`src/rtl/carus_clk_gate_pkg.sv`:
```
// Shared types and constants for the Carus automatic clock-gating controller.
package carus_clk_gate_pkg;

    // Controller states: clock running, clock stopped, clock restarted but
    // requests still held off while the gated domain settles.
    typedef enum logic [1:0] {
        ON    = 2'd0,
        GATED = 2'd1,
        WAKE  = 2'd2
    } cg_state_e;

    // Wake counter width; large enough for WAKE_CYCLES up to 15.
    localparam int WAKE_CNT_W = 4;

endpackage

```
`src/rtl/carus_clk_gate_ctrl.sv`:
```
// Automatic clock-gating controller for the Carus clock-gate cell.
// Runs on the free-running clock, stops the gated clock after a programmable
// idle period and restarts it on new activity, holding requests off for
// WAKE_CYCLES cycles (legal range 1..15) after the clock comes back.
//
// Request handshake: a transfer completes on the rising clk_i edge where
// req_valid_i && req_ready_o are both 1. The requester keeps req_valid_i high
// until that edge; req_ready_o never drops while the controller is in ON.
//
// clk_en_o, gated_o and req_ready_o are flops loaded from the next-state
// decode, so they carry no combinational path from any input and the
// clock-gate latch sees a glitch-free enable. Together they also make the
// FSM state directly observable: ON=(1,0,1), GATED=(0,1,0), WAKE=(1,0,0).
module carus_clk_gate_ctrl
    import carus_clk_gate_pkg::*;
#(
    parameter int CNT_W       = 8,
    parameter int WAKE_CYCLES = 2,
    parameter int STAT_W      = 16
) (
    input  logic              clk_i,
    input  logic              rst_i,
    input  logic              cfg_en_i,
    input  logic              force_on_i,
    input  logic [CNT_W-1:0]  cfg_idle_thr_i,
    input  logic              busy_i,
    input  logic              req_valid_i,
    output logic              req_ready_o,
    output logic              clk_en_o,
    output logic              gated_o,
    output logic [STAT_W-1:0] gate_cnt_o
);

    localparam logic [WAKE_CNT_W-1:0] WAKE_LOAD = WAKE_CNT_W'(WAKE_CYCLES - 1);

    cg_state_e              state_q, state_d;
    logic [CNT_W-1:0]       idle_cnt_q, idle_cnt_d;
    logic [WAKE_CNT_W-1:0]  wake_cnt_q, wake_cnt_d;
    logic [STAT_W-1:0]      gate_cnt_q, gate_cnt_d;
    logic                   clk_en_d, gated_d, ready_d;
    logic                   activity;

    // Anything that needs the clock running counts as activity.
    assign activity = busy_i | req_valid_i | force_on_i | ~cfg_en_i;

    // State, counters and registered outputs; reset puts the clock back on at once.
    always_ff @(posedge clk_i or posedge rst_i) begin
        if (rst_i) begin
            state_q     <= ON;
            idle_cnt_q  <= '0;
            wake_cnt_q  <= '0;
            gate_cnt_q  <= '0;
            clk_en_o    <= 1'b1;
            gated_o     <= 1'b0;
            req_ready_o <= 1'b1;
        end else begin
            state_q     <= state_d;
            idle_cnt_q  <= idle_cnt_d;
            wake_cnt_q  <= wake_cnt_d;
            gate_cnt_q  <= gate_cnt_d;
            clk_en_o    <= clk_en_d;
            gated_o     <= gated_d;
            req_ready_o <= ready_d;
        end
    end

    // Next-state, counter updates and the output decode of the next state.
    always_comb begin
        state_d    = state_q;
        idle_cnt_d = idle_cnt_q;
        wake_cnt_d = wake_cnt_q;
        gate_cnt_d = gate_cnt_q;

        unique case (state_q)
            ON: begin
                if (activity) begin
                    // Activity wins even on the threshold cycle.
                    idle_cnt_d = '0;
                end else if (idle_cnt_q >= cfg_idle_thr_i) begin
                    state_d    = GATED;
                    idle_cnt_d = '0;
                    if (gate_cnt_q != {STAT_W{1'b1}}) begin
                        gate_cnt_d = gate_cnt_q + STAT_W'(1);
                    end
                end else begin
                    // Held below the threshold by the compare above, so no wrap.
                    idle_cnt_d = idle_cnt_q + CNT_W'(1);
                end
            end
            GATED: begin
                if (activity) begin
                    state_d    = WAKE;
                    wake_cnt_d = WAKE_LOAD;
                end
            end
            WAKE: begin
                // Activity is irrelevant here: the clock is already running.
                if (wake_cnt_q == '0) begin
                    state_d = ON;
                end else begin
                    wake_cnt_d = wake_cnt_q - WAKE_CNT_W'(1);
                end
            end
            default: begin
                state_d = ON;
            end
        endcase

        clk_en_d = (state_d != GATED);
        gated_d  = (state_d == GATED);
        ready_d  = (state_d == ON);
    end

    assign gate_cnt_o = gate_cnt_q;

endmodule
```
`config.mk`:
```
export PLATFORM = sky130hd
export DESIGN_NAME = carus_clk_gate_ctrl
export DESIGN_NICKNAME = d
export VERILOG_FILES = /design/src/rtl/carus_clk_gate_pkg.sv /design/src/rtl/carus_clk_gate_ctrl.sv
export SDC_FILE = /design/constraint.sdc
export NUM_CORES = 1
export LEC_CHECK = 0
export BUFFER_PORTS_ARGS = -buffer_cell sky130_fd_sc_hd__buf_2
export CORE_AREA = 2 2 66 80
export DETAILED_ROUTE_END_ITERATION = 12
export DIE_AREA = 0 0 68 82
export HOLD_SLACK_MARGIN = 0.02
export MAX_ROUTING_LAYER = met4
export PLACE_DENSITY = 0.61
export SYNTH_ARGS = -nofsm -noshare
export SYNTH_HDL_FRONTEND = slang
export SYNTH_SLANG_ARGS = --single-unit
```
`constraint.sdc`:
```
create_clock -name clk_i -period 2.6 [get_ports clk_i]
set_input_delay 0.52 -clock clk_i [delete_from_list [all_inputs] [get_ports clk_i]]
set_output_delay 0.52 -clock clk_i [all_outputs]
set_load 0.02 [all_outputs]
```
* Word level (Yosys, flattened, before mapping)
Index checks and enable logic that the tools add are counted.
Operators by class: $add $sub $neg 3, multipliers 0, divide/modulo/power cells 0, magnitude comparators 1, eq/ne operators 7, shifts and indexed selects 0, mux-type cells 10, bitwise logic cells 5, reduce and logical (&&, ||, !) cells 6
Operator list (number):
- 16-bit by 1-bit adder with 16-bit output (second input constant) | 1
- 8-bit 2-to-1 mux | 2
- 16-bit inequality test (second input constant) | 1
- 8-bit by 1-bit adder with 8-bit output (second input constant) | 1
- 8-bit >= comparator | 1
- 2-bit 2-to-1 mux | 4
- 4-bit 2-to-1 mux | 2
- 4-bit one-hot mux with 2 select lines | 1
- 2-bit one-hot mux with 3 select lines | 1
- 2-bit by 1-bit equality test with 1-bit output (second input constant) | 2
- 2-bit logical NOT | 2
- 4-bit logical NOT | 1
- 2-bit inequality test (second input constant) | 2
- 4-bit AND reduction | 1
- 4-bit by 1-bit subtractor with 4-bit output (second input constant) | 1
- 1-bit bitwise OR | 3
- 3-bit AND reduction | 1
- 2-bit equality test (second input constant) | 1
- 2-bit by 1-bit inequality test with 1-bit output (second input constant) | 1
- 1-bit NOT | 2
- 2-bit nonzero test | 1
Word-level totals: flip-flop bits (word level) 33, bits in latches 0, memory bits (writable) 0, ROM bits 0, output and inout bits 19, word-level logic and storage cells 39, memories kept 0

* Longest topological paths before layout
depth in word-level cells 6, gate-level depth with buffers 8, depth with buffers taken out 7

* Worst setup path before layout
Ideal clock, no wire load.
path kind reg2reg, from register gate_cnt_q[0] (netlist: gate_cnt_o[0]), to register gate_cnt_q[1] (netlist: gate_cnt_o[1]), library setup time 125 ps, arrival time 2120 ps, data required time 2475 ps, setup slack 355 ps, stages on the path, launching flop included 7, clock period less this slack 2245 ps, cell sequence dfrtp_1 -> ha_1 -> and4_1 -> nand4_1 -> o41a_2 -> nand2_2 -> mux2_2
On the way: cells in the longest elaborated chain, start to end 2, elaborated cells on any way between the ends 3, those cells by class add/sub (1); eq/ne (1); reduce/logical (1)
Ends and longest elaborated chain:
- start, declared | RTL line carus_clk_gate_ctrl.sv:39 | logic [STAT_W-1:0] gate_cnt_q, gate_cnt_d;
- start signal, assigned | RTL line carus_clk_gate_ctrl.sv:60 | gate_cnt_q <= gate_cnt_d;
- parallel branches: the longest is 2 deep, another holds 16-bit by 1-bit adder with 16-bit output
Several ways; the timed one is not identified. A chain may end at the register's enable or synchronous reset.

* Worst setup path in the final report
from register idle_cnt_q[2], to register idle_cnt_q[4]
On the way: cells in the longest elaborated chain, start to end 3, elaborated cells on any way between the ends 4, those cells by class add/sub (1); order compare (1); mux (2)
Ends and longest elaborated chain:
- start, declared | RTL line carus_clk_gate_ctrl.sv:37 | logic [CNT_W-1:0] idle_cnt_q, idle_cnt_d;
- start signal, assigned | RTL line carus_clk_gate_ctrl.sv:58 | idle_cnt_q <= idle_cnt_d;
- 8-bit by 1-bit adder with 8-bit output or 8-bit >= comparator (tied branches) | RTL line carus_clk_gate_ctrl.sv:87, carus_clk_gate_ctrl.sv:79
- 8-bit 2-to-1 mux * | RTL line carus_clk_gate_ctrl.sv:79 | end else if (idle_cnt_q >= cfg_idle_thr_i) begin
- 8-bit 2-to-1 mux * | RTL line carus_clk_gate_ctrl.sv:76 | if (activity) begin
Every way passes the cells marked *; elsewhere a longest branch is shown, timed or not.

==> summary.txt <==
Run status
  • Status: complete, no violations

Synth
  • Main synth FF type: dfrtp_1
  • Yosys cell types: 41
  • Mapped Nets: 209
  • Netlist Area Pre-Place: 0.00186 mm2
  • Post-synthesis sequential area ratio: 0.445
  • Synth Instances: 184
  • #FFs+latches synth: 33
  • Syn Area/Cell: 10.1 um2
  • Async set-reset flop share out of synthesis: 1.00
  • Number of synthesized flops with an enable pin: 0
  • YS warnings: 0

Worst hold path
  • Worst hold path type: in2async

Floorplan
  • Core ar.: 0.00483 mm2
  • IO Pins: 33
  • Row count: 28
  • Die Wd: 68 um
  • Initial core utilization: 0.385
  • Chip Height: 82 um
  • DIE AREA: 0.00558 mm2

Final layout
  • Fillers: 482
  • P&R area growth vs syn: 20.6%
  • Commonest cells after routing, fill and taps aside: 32 x buf_2, 31 x dfrtp_1, 18 x nand2_1
  • Seq. cell area: 828 um2
  • Most common cell after layout, fill and taps aside: buf_2
  • Area taken by multi-input logic gates: 957 um2
  • Layout Nets: 251
  • Diode count: 0
  • Share of cells above drive strength 1: 0.251

Detailed routing
  • Drt wl/cell: 13.4 um
  • Detailed-route DRC error count: 0
  • DR iter-0 viols: 73
  • Total number of vias: 1539
  • Via-to-Cell Ratio: 5.36
  • Router iterations before antenna repair: 4
  • DRT antenna net count: 0
  • Drt total wl: 3860 um

Clocking
  • Clock sink count: 33
  • CTS H-Tree Depth: 2
  • CTS root buf: clkbuf_8
  • Post CTS Setup Buffer Count: 0
  • CTS resizes: 0
  • TritonCTS clock tree: yes
  • Clock Pin Slew Worst Setup and Hold Paths: 0.07 ns
  • Clk_lat worst skew: 0.28 ns
  • Cts bufs inserted: 5
  • CTS Hold Bufs: 0
  • Bufs on Longest Clock Path: 2

Pwr
  • Leak: 1.15 nW
  • Overall power: 1.24 mW
  • Psw: 0.306 mW
  • Sequential power share: 0.472
  • Pwr/cell area: 553 mW/mm2
  • Logic gate share of total power: 0.125
  • Internal power: 0.935 mW
  • Clock share of power: 0.403
  • Peak supply drop: 0.000385 V
  • Sw Ratio: 0.247

Global route
  • Gr ovfl total: 0
  • GRT Total Usage: 0.161
  • Initial antenna violation count: 0
  • Number of global-route vias before repair: 1487
  • First-pass GRT wire length: 6630 um
  • Largest net degree at the start of global routing: 34

Place
  • Port Buffers: 32
  • Post-DP HPWL: 2900 um
  • RePlAce Congestion: 0.836

STA
  • Minimum clock period after layout: 2.30 ns
  • Setup violations, final: 0
  • Clock skew: 0.00576 ns
  • Tightest Pin Transition: 0.797 ns
  • Tcrit/Tclk final: 0.885
  • Setup TNS: 0 ns
  • Worst slew margin: 0.464
  • Hold Vio Cnt, Final: 0
  • Max Slew Vio Count: 0
  • Unrepaired setup endpoints after global routing: no
  • Fmax: 435 MHz

Critical path
  • WP data arrival: 2.47 ns
  • Cell Chain, Critical Path: ha_1 > a211o_1 > a31oi_1 > o211a_1 > nand3_1 > o311ai_0
  • Crit start category: register
  • Crit. End Element: register
  • Reg2reg path depth: 6
  • Crit path max fanout: 7
  • CP Class: reg2reg
  • Slowest CP cell: dfrtp_1
  • Max incr delay on CP: 0.45 ns
  • Worst path required time: 2.77 ns

Run
  • Max Cap Viol: 0
routing by layer:
metal	GRT usage	vias to the layer above	part of all wire
met5	-	-	0
met4	0.0680	0	0.0088
met3	0.0329	4	0.053
met2	0.248	50	0.45
met1	0.206	727	0.49
li1	-	758	-
flip-flops by register name, indices dropped and copies added (netlist names):
| register | flops |
|---|---|
| req_ready_o | 1 |
| idle_cnt_q | 8 |
| gate_cnt_o | 16 |
| gated_o | 1 |
| state_q | 2 |
| wake_cnt_q | 4 |
| clk_en_o | 1 |
metrics by stage:
step                utilization  cell area (um2)  hold WS, ns  cells  worst slack [ns]
CTS                       0.464             2240        0.319    287             0.314
detailed placement        0.439             2120        0.516    279             0.151
global route              0.464             2240        0.364    287             0.167
floorplan                     -             1860        0.489    184             0.355
global placement          0.439             2120        0.495    279             0.145
finish                    0.464             2240        0.307    287             0.299
power groups by stage:
stage / sequential, mW / combinational (mW) / clock (mW)
after floorplan: 0.595 / 0.110 / 0
after CTS: 0.585 / 0.160 / 0.516
after detailed placement: 0.595 / 0.159 / 0
after global placement: 0.595 / 0.153 / 0
after global routing: 0.592 / 0.184 / 0.547
final: 0.586 / 0.155 / 0.500
synth_stat cells, types with 3 or more instances:
cell      count  area [um2]
a21oi_1       4        20.0
nand3_1      10        50.1
ha_1         11         138
nor3_1        4        20.0
nor4_1        6        37.5
o21ai_0       6        30.0
inv_1        15        56.3
xnor2_1       5        43.8
nand4_1      11        68.8
o31ai_1       3        22.5
and3_1        4        25.0
xor2_1       12         105
nor4_2        3        37.5
nor2_1        8        30.0
dfrtp_1      31         776
nand2_1      18        67.6
nand2b_1      4        25.0
final timing paths:
path                                              to  slack [ns]                 startpoint
max                        idle_cnt_q[4]$_DFFE_PP0P_        0.30  idle_cnt_q[2]$_DFFE_PP0P_
min reg2reg                gate_cnt_o[7]$_DFFE_PP0P_        0.52  gate_cnt_o[7]$_DFFE_PP0P_
min in group clk_i         gate_cnt_o[7]$_DFFE_PP0P_        0.52  gate_cnt_o[7]$_DFFE_PP0P_
min                                gated_o$_DFF_PP0_        0.31                      rst_i
max reg2reg                idle_cnt_q[4]$_DFFE_PP0P_        0.30  idle_cnt_q[2]$_DFFE_PP0P_
max in group asynchronous      req_ready_o$_DFF_PP1_        1.97                      rst_i
area by class of cell:
| class | instances | area share |
|---|---|---|
| Clock inverter | 2 | 0.0167 |
| Tap cell | 60 | 0.0335 |
| Inverter | 15 | 0.0251 |
| Clock buffer | 6 | 0.0368 |
| Sequential cell | 33 | 0.369 |
| Multi-Input combinational cell | 133 | 0.427 |
| Timing Repair Buffer | 38 | 0.0915 |
worst max-delay path, delay by kind of cell, from the launching register on:
family | cells | cell delay (ns)
adder cells (fa/ha/maj) | 1 | 0.31
flip-flops | 1 | 0.45
AND/OR/NAND/NOR | 1 | 0.23
AO/OA/AOI/OAI | 4 | 1.19
cells by family after synthesis:
group | after synthesis | synth area share
compound gates | 27 | 0.104
fa+ha+maj | 11 | 0.0740
buf+inv | 18 | 0.0397
xor+xnor | 17 | 0.0801
mux | 2 | 0.0121
flops | 33 | 0.445
simple gates | 76 | 0.245
Power figures use the tool's default switching activity.
